## src/rtl/rate_tick_counter.sv

```systemverilog
// Rate-selectable tick generator driving a bounded up/down counter.
// Tick period is BASE_DIV >> select cycles (minimum 1); count updates on tick edges.
module rate_tick_counter #(
    parameter int DIV_W    = 26,
    parameter int BASE_DIV = 50000000,
    parameter int SEL_W    = 2,
    parameter int CNT_W    = 4,
    parameter int CNT_MAX  = 15
) (
    input  logic             clock,
    input  logic             reset,
    input  logic             enable,
    input  logic [SEL_W-1:0] select,
    input  logic             up,
    input  logic             wrap_mode,
    input  logic             load,
    input  logic [CNT_W-1:0] load_val,
    output logic             tick,
    output logic [CNT_W-1:0] count,
    output logic             wrapped,
    output logic             at_limit
);

    localparam logic [31:0]      BASE_DIV_V = 32'(BASE_DIV);
    localparam logic [CNT_W-1:0] CNT_MAX_V  = CNT_W'(CNT_MAX);

    logic [DIV_W-1:0] div_cnt;

    // Reload value for the divider: period minus one, with the period floored at 1.
    function automatic logic [DIV_W-1:0] period_m1(input logic [SEL_W-1:0] sel);
        logic [31:0] p;
        p = BASE_DIV_V >> sel;
        if (p == 32'd0) begin
            p = 32'd1;
        end
        return DIV_W'(p - 32'd1);
    endfunction

    function automatic logic [CNT_W-1:0] clamp_load(input logic [CNT_W-1:0] v);
        return (v > CNT_MAX_V) ? CNT_MAX_V : v;
    endfunction

    // Returns {wrap_event, next_count} for one counting step at the bounds [0, CNT_MAX].
    function automatic logic [CNT_W:0] step_count(
        input logic [CNT_W-1:0] c,
        input logic             dir_up,
        input logic             wrap_en
    );
        if (dir_up) begin
            if (c < CNT_MAX_V) begin
                return {1'b0, c + 1'b1};
            end else if (wrap_en) begin
                return {1'b1, {CNT_W{1'b0}}};
            end else begin
                return {1'b0, c};
            end
        end else begin
            if (c != {CNT_W{1'b0}}) begin
                return {1'b0, c - 1'b1};
            end else if (wrap_en) begin
                return {1'b1, CNT_MAX_V};
            end else begin
                return {1'b0, c};
            end
        end
    endfunction

    always_ff @(posedge clock) begin
        if (reset) begin
            div_cnt <= period_m1(select);
            count   <= '0;
            tick    <= 1'b0;
            wrapped <= 1'b0;
        end else begin
            tick    <= 1'b0;
            wrapped <= 1'b0;
            if (enable) begin
                if (div_cnt == '0) begin
                    // select is only sampled here, so a mid-period change never truncates a period
                    div_cnt <= period_m1(select);
                    tick    <= 1'b1;
                    if (!load) begin
                        {wrapped, count} <= step_count(count, up, wrap_mode);
                    end
                end else begin
                    div_cnt <= div_cnt - 1'b1;
                end
            end
            // Load leaves div_cnt untouched so the tick phase is preserved.
            if (load) begin
                count <= clamp_load(load_val);
            end
        end
    end

    assign at_limit = (up && (count == CNT_MAX_V)) || (!up && (count == '0));

endmodule

```

## config.mk

```make
export PLATFORM = sky130hd
export DESIGN_NAME = rate_tick_counter
export DESIGN_NICKNAME = d
export VERILOG_FILES = /design/src/rtl/rate_tick_counter.sv
export SDC_FILE = /design/constraint.sdc
export NUM_CORES = 1
export LEC_CHECK = 0
export CELL_PAD_IN_SITES_DETAIL_PLACEMENT = 0
export CELL_PAD_IN_SITES_GLOBAL_PLACEMENT = 2
export CORE_ASPECT_RATIO = 1.5
export CORE_MARGIN = 10
export CORE_UTILIZATION = 25
export DETAILED_ROUTE_END_ITERATION = 6
export PLACE_DENSITY_LB_ADDON = 0.05
export SLEW_MARGIN = 20
export SYNTH_ARGS = -nofsm -noshare
export SYNTH_HDL_FRONTEND = slang
export SYNTH_SLANG_ARGS = --single-unit
export TNS_END_PERCENT = 20
```

## constraint.sdc

```tcl
create_clock -name clock -period 2.7 [get_ports clock]
set_input_delay 0.405 -clock clock [delete_from_list [all_inputs] [get_ports clock]]
set_output_delay 0.405 -clock clock [all_outputs]
set_load 0.05 [all_outputs]
```

==> summary.txt, run 1 <==
Timing
  – Worst-Margin Slew: 604 ps
  – Min Clock Period, post-route: about 2300 ps
  – Crit share post-route: 0.855
  – Clk_skew: 6.93 ps
  – Fmax: 433 MHz
  – Setup violators final: 0
  – Slew margin rel.: 0.594
  – Max Slew Vio Count: 0
  – Final hold violations: 0
  – Setup TNS: 0 ps
  – RSZ-0062 raised after global routing: false

Layout
  – Fin cells: 354
  – Area delta synth->final: 28.6%
  – Final Net Count: 264
  – Layout cell share with drive strength beyond 1: 0.137
  – Antenna Cells: 0
  – Post-route cell area: ~2600 µm²

Critical path
  – Worst R2R Path Depth: 8
  – Crit end category: flip-flop
  – Worst setup SP type: flip-flop
  – CP arrival: approximately 2300 ps
  – Reg2reg start: div_cnt[0]$_SDFFCE_PP1P_
  – Required time of the critical path: ~2700 ps
  – Kind of critical path: reg2reg
  – Critical path launch point: div_cnt[0]$_SDFFCE_PP1P_
  – RR Endpoint: div_cnt[21]$_DFFE_PP_
  – R2R Setup Slk: roughly 400 ps
  – Max FO, Critical Path: 8

Drt
  – DRT iter0 DRCs: 57
  – Routed vias/inst: ~5.1
  – Drt wl/cell: 17.5 µm
  – Detailed Route WL: 6210 µm
  – Residual DRC count: 0
  – Vias: about 1800
  – Antenna viol nets, final: 0
  – 1st-pass router iterations: 4

Floorplanning
  – Die area: roughly 12000 µm²
  – Starting density of the core: 0.256
  – # IOs: 19
  – # rows: 40
  – Die Wd: 93.9 µm
  – Total core area: 8010 µm²
  – Die height: 131 µm

Logic synthesis
  – Post-synthesis cell area: 2050 µm²
  – Synth Area in Adders: 0.0244
  – Asr flop ratio synth: 0
  – Syn avg cell area: between 9 and 10 µm²
  – Mapped Nets: 231
  – Post-Syn Instances: 215
  – Netlist cell types: 50
  – Number of synthesized flops with an enable pin: 26
  – Synth Register Bits: 32
  – XOR/XNOR Fraction of Synth Area: 0.0812
  – Mux share of post-synthesis cell area: 0.00977
  – Ys flop type: edfxtp_1
  – Largest family of logic cells by synthesized area: simple AND/OR/NAND/NOR gates
  – Top cells by count, synth: edfxtp_1, nor2_1, nand2_1, a21oi_1
  – Synth area leaders: edfxtp_1, dfxtp_1, xnor2_1
  – Yosys warns: 0
  – Register area share after synthesis: 0.440
  – Post-Synth Simple-Gate Area: 0.270
  – Synth top area share: 0.381
  – Area leader, netlist: edfxtp_1
  – Complex-gate fraction of the synthesized area: 0.145
  – Top-count cell post-synth: edfxtp_1

Pwr
  – Peak VDD IR: between 0.2 and 0.25 mV
  – P_leak: 0.000886 µW
  – P per Cell Area: 554 nW/µm²

Place
  – DP HPWL: 4910 µm
  – Placed Area: 2470 µm²
  – Placer Congestion: 0.829
  – Placed cells: 346
  – IO Port Bufs: 18

CTS
  – TritonCTS clock tree: yes
  – CTS buffer count: 5
  – Root Driver: clkbuf_16
  – Setup bufs post-CTS: 0
  – Clk buf depth: 2
  – Clock sinks: 32
  – Clock latency on the worst-skew pair: 280 ps
  – Reg clk slew, reported paths: 50 ps
  – Max H-tree Level: 2
  – Post-cts resize count: 0
  – CTS Hold Bufs: 0

Flow run
  – Max_cap viols: 0

Worst hold path
  – Hold path startpoint: div_cnt[0]$_SDFFCE_PP1P_
  – Worst hold path type: reg2reg
  – Hold Path Depth: 1
  – Hold Crit Endpoint: div_cnt[0]$_SDFFCE_PP1P_

GRT
  – Initial antenna violation count: 0
  – Congestion Overflow GR: 0
  – Vias in the first global route: 1902
  – Largest net degree at the start of global routing: 27
  – GRT Total Usage: 0.104
  – First-pass GRT wire length: between 9000 and 10000 µm

Run status
  – Status: complete, no violations
-- where the power goes --
part | total, µW | internal, µW | switching [µW]
Sequential | 619 | 576 | 42.3
Clock | 641 | 429 | 212
Combinational | 201 | 92.2 | 109
Total | 1460 | 1100 | 364
-- cell type report --
cell class / instances / area, µm²
fill: 839 / 5370
clock inverter: 3 / 37.5
inverter: 9 / 33.8
tap: 105 / 131
sequential: 32 / 901
clock buffer: 5 / 125
timing repair buffer: 33 / 315
multi-input combinational: 167 / 1090
-- layer usage --
layer  wire [µm]  GRT usage  share of wire
met1        2320     0.0988           0.37
met2        3510      0.204           0.57
met3         182     0.0177          0.029
met4         189     0.0529          0.030
met5           0          0              0
-- logic make-up (layout without fill, tap and decap cells) --
group | count (synthesis) | in the layout
and+or+nand+nor | 98 | 98
AOI/OAI and AO/OA | 44 | 44
DFF | 32 | 32
xor gates and xnor gates | 19 | 19
buffers and inverters | 16 | 50
adders and majority gates | 4 | 4
muxes | 2 | 2
-- through the flow --
step	setup slack (ps)	util	hold slack [ps]	power, µW
after global placement	353	0.309	572	829
after floorplan	464	-	508	741
after detailed placement	335	0.309	601	832
after global routing	182	0.329	645	1520
after CTS	352	0.329	615	1490
final	391	0.329	611	1460
-- critical path, cell delays in order, from the launching register on --
cell and delay, ps:
edfxtp_1 420, inv_1 80, ha_1 210, nor4b_1 270, buf_4 180, and4_1 250
a31oi_2 220, nor2_1 340, a21oi_1 70
-- cell usage in the layout, fill, tap and decap left out, types with 3 or more instances in the layout --
| master | instances |
|---|---|
| o41ai_1 | 3 |
| or4_4 | 4 |
| nand2b_1 | 5 |
| xor2_1 | 9 |
| a21oi_1 | 12 |
| xnor2_1 | 10 |
| edfxtp_1 | 26 |
| a21o_1 | 3 |
| clkdlybuf4s50_1 | 17 |
| dfxtp_1 | 6 |
| inv_1 | 9 |
| clkbuf_16 | 5 |
| or3_1 | 4 |
| nand3_1 | 6 |
| nor3_1 | 9 |
| buf_4 | 14 |
| nor2_1 | 20 |
| o21ai_0 | 6 |
| ha_1 | 4 |
| nor4_1 | 10 |
| nand2_1 | 19 |
-- sequential cells by signal, summed over array words and instances (netlist names), named ones only --
register  flops
div_cnt      25
count         4
wrapped       1
tick          1
-- worst max-delay path by stage --
| stage | to | cells past startpoint |
|---|---|---|
| finish | div_cnt[21]$_DFFE_PP_ | 8 |
| global placement | div_cnt[13]$_DFFE_PP_ | 8 |
| detailed placement | count[0]$_SDFFE_PP0P_ | 7 |
| global route | div_cnt[13]$_DFFE_PP_ | 8 |
| CTS | div_cnt[4]$_DFFE_PP_ | 8 |
| floorplan | count[1]$_SDFFE_PP0P_ | 7 |
No activity file was read; power rests on OpenSTA's default activity.
==> run 2, diff against run 1 <==
--- a/config.mk
+++ b/config.mk
@@ -9,7 +9,8 @@
 export CELL_PAD_IN_SITES_GLOBAL_PLACEMENT = 2
 export CORE_ASPECT_RATIO = 1.5
 export CORE_MARGIN = 10
-export CORE_UTILIZATION = 25
+export CORE_UTILIZATION = 38
+export CTS_BUF_LIST = sky130_fd_sc_hd__clkbuf_4
 export DETAILED_ROUTE_END_ITERATION = 6
 export PLACE_DENSITY_LB_ADDON = 0.05
 export SLEW_MARGIN = 20
==> run 2 against run 1 <==
Net effect:
- sequential share of layout area is 3.1 points higher
- power is 25% lower
- global-route usage is 2.0 points higher
- non-clock buffer count is 8 lower
- fmax is 4.1% lower
- utilization is 14 points higher
- critical path type unchanged
- highest routed layer unchanged
==> summary.txt, run 2 (synthesis gave the netlist of run 1 again) <==
Place
  – Placer Congestion: 0.777 (-6.3%)
  – DP HPWL: 3980 µm (-19%)
  – Placed Area: 2350 µm² (-4.8%)
  – IO Port Bufs: 18 (unchanged)

Critical path
  – Worst R2R Path Depth: 8 (unchanged)
  – Crit path capture: div_cnt[4]$_DFFE_PP_
  – Required time of the critical path: 2780 ps (+60 ps)
  – Kind of critical path: reg2reg
  – Cell family with the largest share of critical-path delay: simple AND/OR/NAND/NOR gates
  – Critical path launch point: div_cnt[0]$_SDFFCE_PP1P_
  – Crit path cell chain: inv_1 -> ha_1 -> nor4b_2 -> and4_1 -> a31oi_2 -> buf_4 -> nor2_1 -> a31oi_1
  – WP depth: 8 (unchanged)
  – Slowest stage delay, CP: 440 ps (+20 ps)
  – Crit end category: flip-flop
  – RR Endpoint: div_cnt[4]$_DFFE_PP_
  – CP arrival: 2490 ps (+170 ps)
  – Worst setup SP type: flip-flop
  – CP Buf/Inv Count: 2 (unchanged)
  – Reg2reg start: div_cnt[0]$_SDFFCE_PP1P_
  – R2R Setup Slk: 290 ps (-100 ps)
  – Max FO, Critical Path: 21 (+13)
  – Slowest-stage cell, CP: edfxtp_1

Timing
  – Final hold violations: 0 (unchanged)
  – Crit share post-route: 0.892 (+0.0370)
  – Fmax: 415 MHz (-4.1%)
  – Setup violators final: 0 (unchanged)
  – Setup TNS: 0 ps (unchanged)
  – RSZ-0062 raised after global routing: false
  – Slew margin rel.: 0.545 (-0.0493)
  – Min Clock Period, post-route: 2410 ps (+99.8 ps)
  – Clk_skew: 11.8 ps (+4.88 ps)
  – Max Slew Vio Count: 0 (unchanged)
  – Worst-Margin Slew: 676 ps (+72.3 ps)
  – Final Hold Slack: 623 ps (+11.6 ps)

CTS
  – Reg clk slew, reported paths: 100 ps (+50 ps)
  – Root Driver: clkbuf_4
  – Clock latency on the worst-skew pair: 340 ps (+60 ps)
  – Setup bufs post-CTS: 0 (unchanged)
  – TritonCTS clock tree: yes
  – Max H-tree Level: 2 (unchanged)
  – Clock sinks: 32 (unchanged)
  – CTS Hold Bufs: 0 (unchanged)
  – Post-cts resize count: 0 (unchanged)
  – Clk buf depth: 2 (unchanged)
  – CTS buffer count: 5 (unchanged)

GRT
  – Vias in the first global route: 1677 (-12%)
  – Met1 Use GR: 0.139 (+0.0406)
  – Congestion Overflow GR: 0 (unchanged)
  – GR Util met3: 0.0278 (+0.0101)
  – Met2 global-route usage: 0.224 (+0.0200)
  – First-pass GRT wire length: 8630 µm (-11%)
  – GRT Total Usage: 0.124 (+0.0202)
  – Initial antenna violation count: 0 (unchanged)
  – Most used routing layer in global routing: met2
  – Largest net degree at the start of global routing: 27 (unchanged)

Floorplanning
  – Total core area: 5200 µm² (-35%)
  – Die height: 110 µm (-16%)
  – # rows: 32 (-20%)
  – # IOs: 19 (unchanged)
  – Die area: 8790 µm² (-28%)
  – Starting density of the core: 0.394 (+0.138)
  – Die Wd: 80.0 µm (-15%)

Layout
  – Most frequent cells in the layout: edfxtp_1, nor2_1, nand2_1
  – Layout filler cell count: 523 (-38%)
  – Post-route cell area: 2420 µm² (-8.3%)
  – Layout cell share with drive strength beyond 1: 0.120 (-0.0162)
  – Antenna Cells: 0 (unchanged)
  – Most common cell after layout, fill and taps aside: edfxtp_1
  – Area delta synth->final: 18.0%
  – Max reg flops: 25 (unchanged)
  – Final Net Count: 256 (-3.0%)
  – Register Area: 901 µm² (unchanged)
  – Biggest registers after layout: div_cnt x25, count x4
  – Fin util: 0.465 (+0.135)
  – Area of the multi-input gates: 1100 µm² (+0.57%)
  – Reg with most FFs: div_cnt

Drt
  – 1st-pass router iterations: 4 (unchanged)
  – Antenna viol nets, final: 0 (unchanged)
  – Drt wl/cell: 16.9 µm (-3.7%)
  – Detailed Route WL: 5220 µm (-16%)
  – Vias: 1702 (-4.9%)
  – DRT iter0 DRCs: 74 (+30%)
  – Residual DRC count: 0 (unchanged)
  – Routed vias/inst: 5.51 (+9.0%)

Pwr
  – P_leak: 0.000800 µW (-9.7%)
  – Total chip power: 1090 µW (-25%)
  – Peak VDD IR: 0.258 mV (+22%)
  – P per Cell Area: 452 nW/µm² (-18%)

Flow run
  – Max_cap viols: 0 (unchanged)

Worst hold path
  – Worst hold path type: reg2reg

Run status
  – Status: complete, no violations
## run 2: cell count changes in the layout (fill, tap and decap cells not counted), moves of 2 or more
cell | previous run | this run
clkinv_1 | 2 | 0
buf_4 | 14 | 7
clkbuf_16 | 5 | 0
clkbuf_4 | 0 | 7
## run 2: report_power, final
part | leakage (µW) | total [µW] | switching, µW | internal, µW
Sequential | 0.000292 | 621 | 45.7 | 575
Clock | 0.0000361 | 289 | 167 | 122
Combinational | 0.000472 | 183 | 99.3 | 84.1
## run 2: worst reg2reg max path: stages, from the launching register on
cell and delay, ps:
edfxtp_1 440, inv_1 80, ha_1 220, nor4b_2 310
and4_1 330, a31oi_2 150, buf_4 240, nor2_1 320
a31oi_1 70
## run 2: stage by stage
stage	setup WS, ps	cells
2_1_floorplan	464	215
3_3_place_gp	178	301
3_5_place_dp	125	301
4_1_cts	81.9	309
5_1_grt	93.9	309
6_report	291	309
## run 2: cell type report
class | instances | share of cell area
flip-flops and latches | 32 | 0.372
clock inverters | 1 | 0.00207
repair buffers | 25 | 0.100
inverters | 9 | 0.0140
well taps | 68 | 0.0352
clock buffers | 7 | 0.0217
multi-input cells | 167 | 0.454
## run 2: worst min path at each step
stage | depth (start not counted) | startpoint | to
6_report | 1 | div_cnt[0]$_SDFFCE_PP1P_ | div_cnt[0]$_SDFFCE_PP1P_
2_1_floorplan | 1 | load | count[3]$_SDFFE_PP0P_
4_1_cts | 2 | count[1]$_SDFFE_PP0P_ | count[1]$_SDFFE_PP0P_
3_3_place_gp | 1 | div_cnt[0]$_SDFFCE_PP1P_ | div_cnt[0]$_SDFFCE_PP1P_
3_5_place_dp | 1 | div_cnt[0]$_SDFFCE_PP1P_ | div_cnt[0]$_SDFFCE_PP1P_
5_1_grt | 1 | div_cnt[0]$_SDFFCE_PP1P_ | div_cnt[0]$_SDFFCE_PP1P_
## run 2: routing by layer
metal	part of all wire	wire (µm)
met4	0.012	64
met2	0.52	2720
met3	0.034	179
met1	0.43	2250
met5	0	0
==> run 3, diff against run 2 <==
--- a/config.mk
+++ b/config.mk
@@ -13,6 +13,7 @@
 export CTS_BUF_LIST = sky130_fd_sc_hd__clkbuf_4
 export DETAILED_ROUTE_END_ITERATION = 6
 export PLACE_DENSITY_LB_ADDON = 0.05
+export SKIP_CTS_REPAIR_TIMING = 1
 export SLEW_MARGIN = 20
 export SYNTH_ARGS = -nofsm -noshare
 export SYNTH_HDL_FRONTEND = slang
==> results of run 3 <==
Final layout, timing and power as in run 2 (identical DEF).
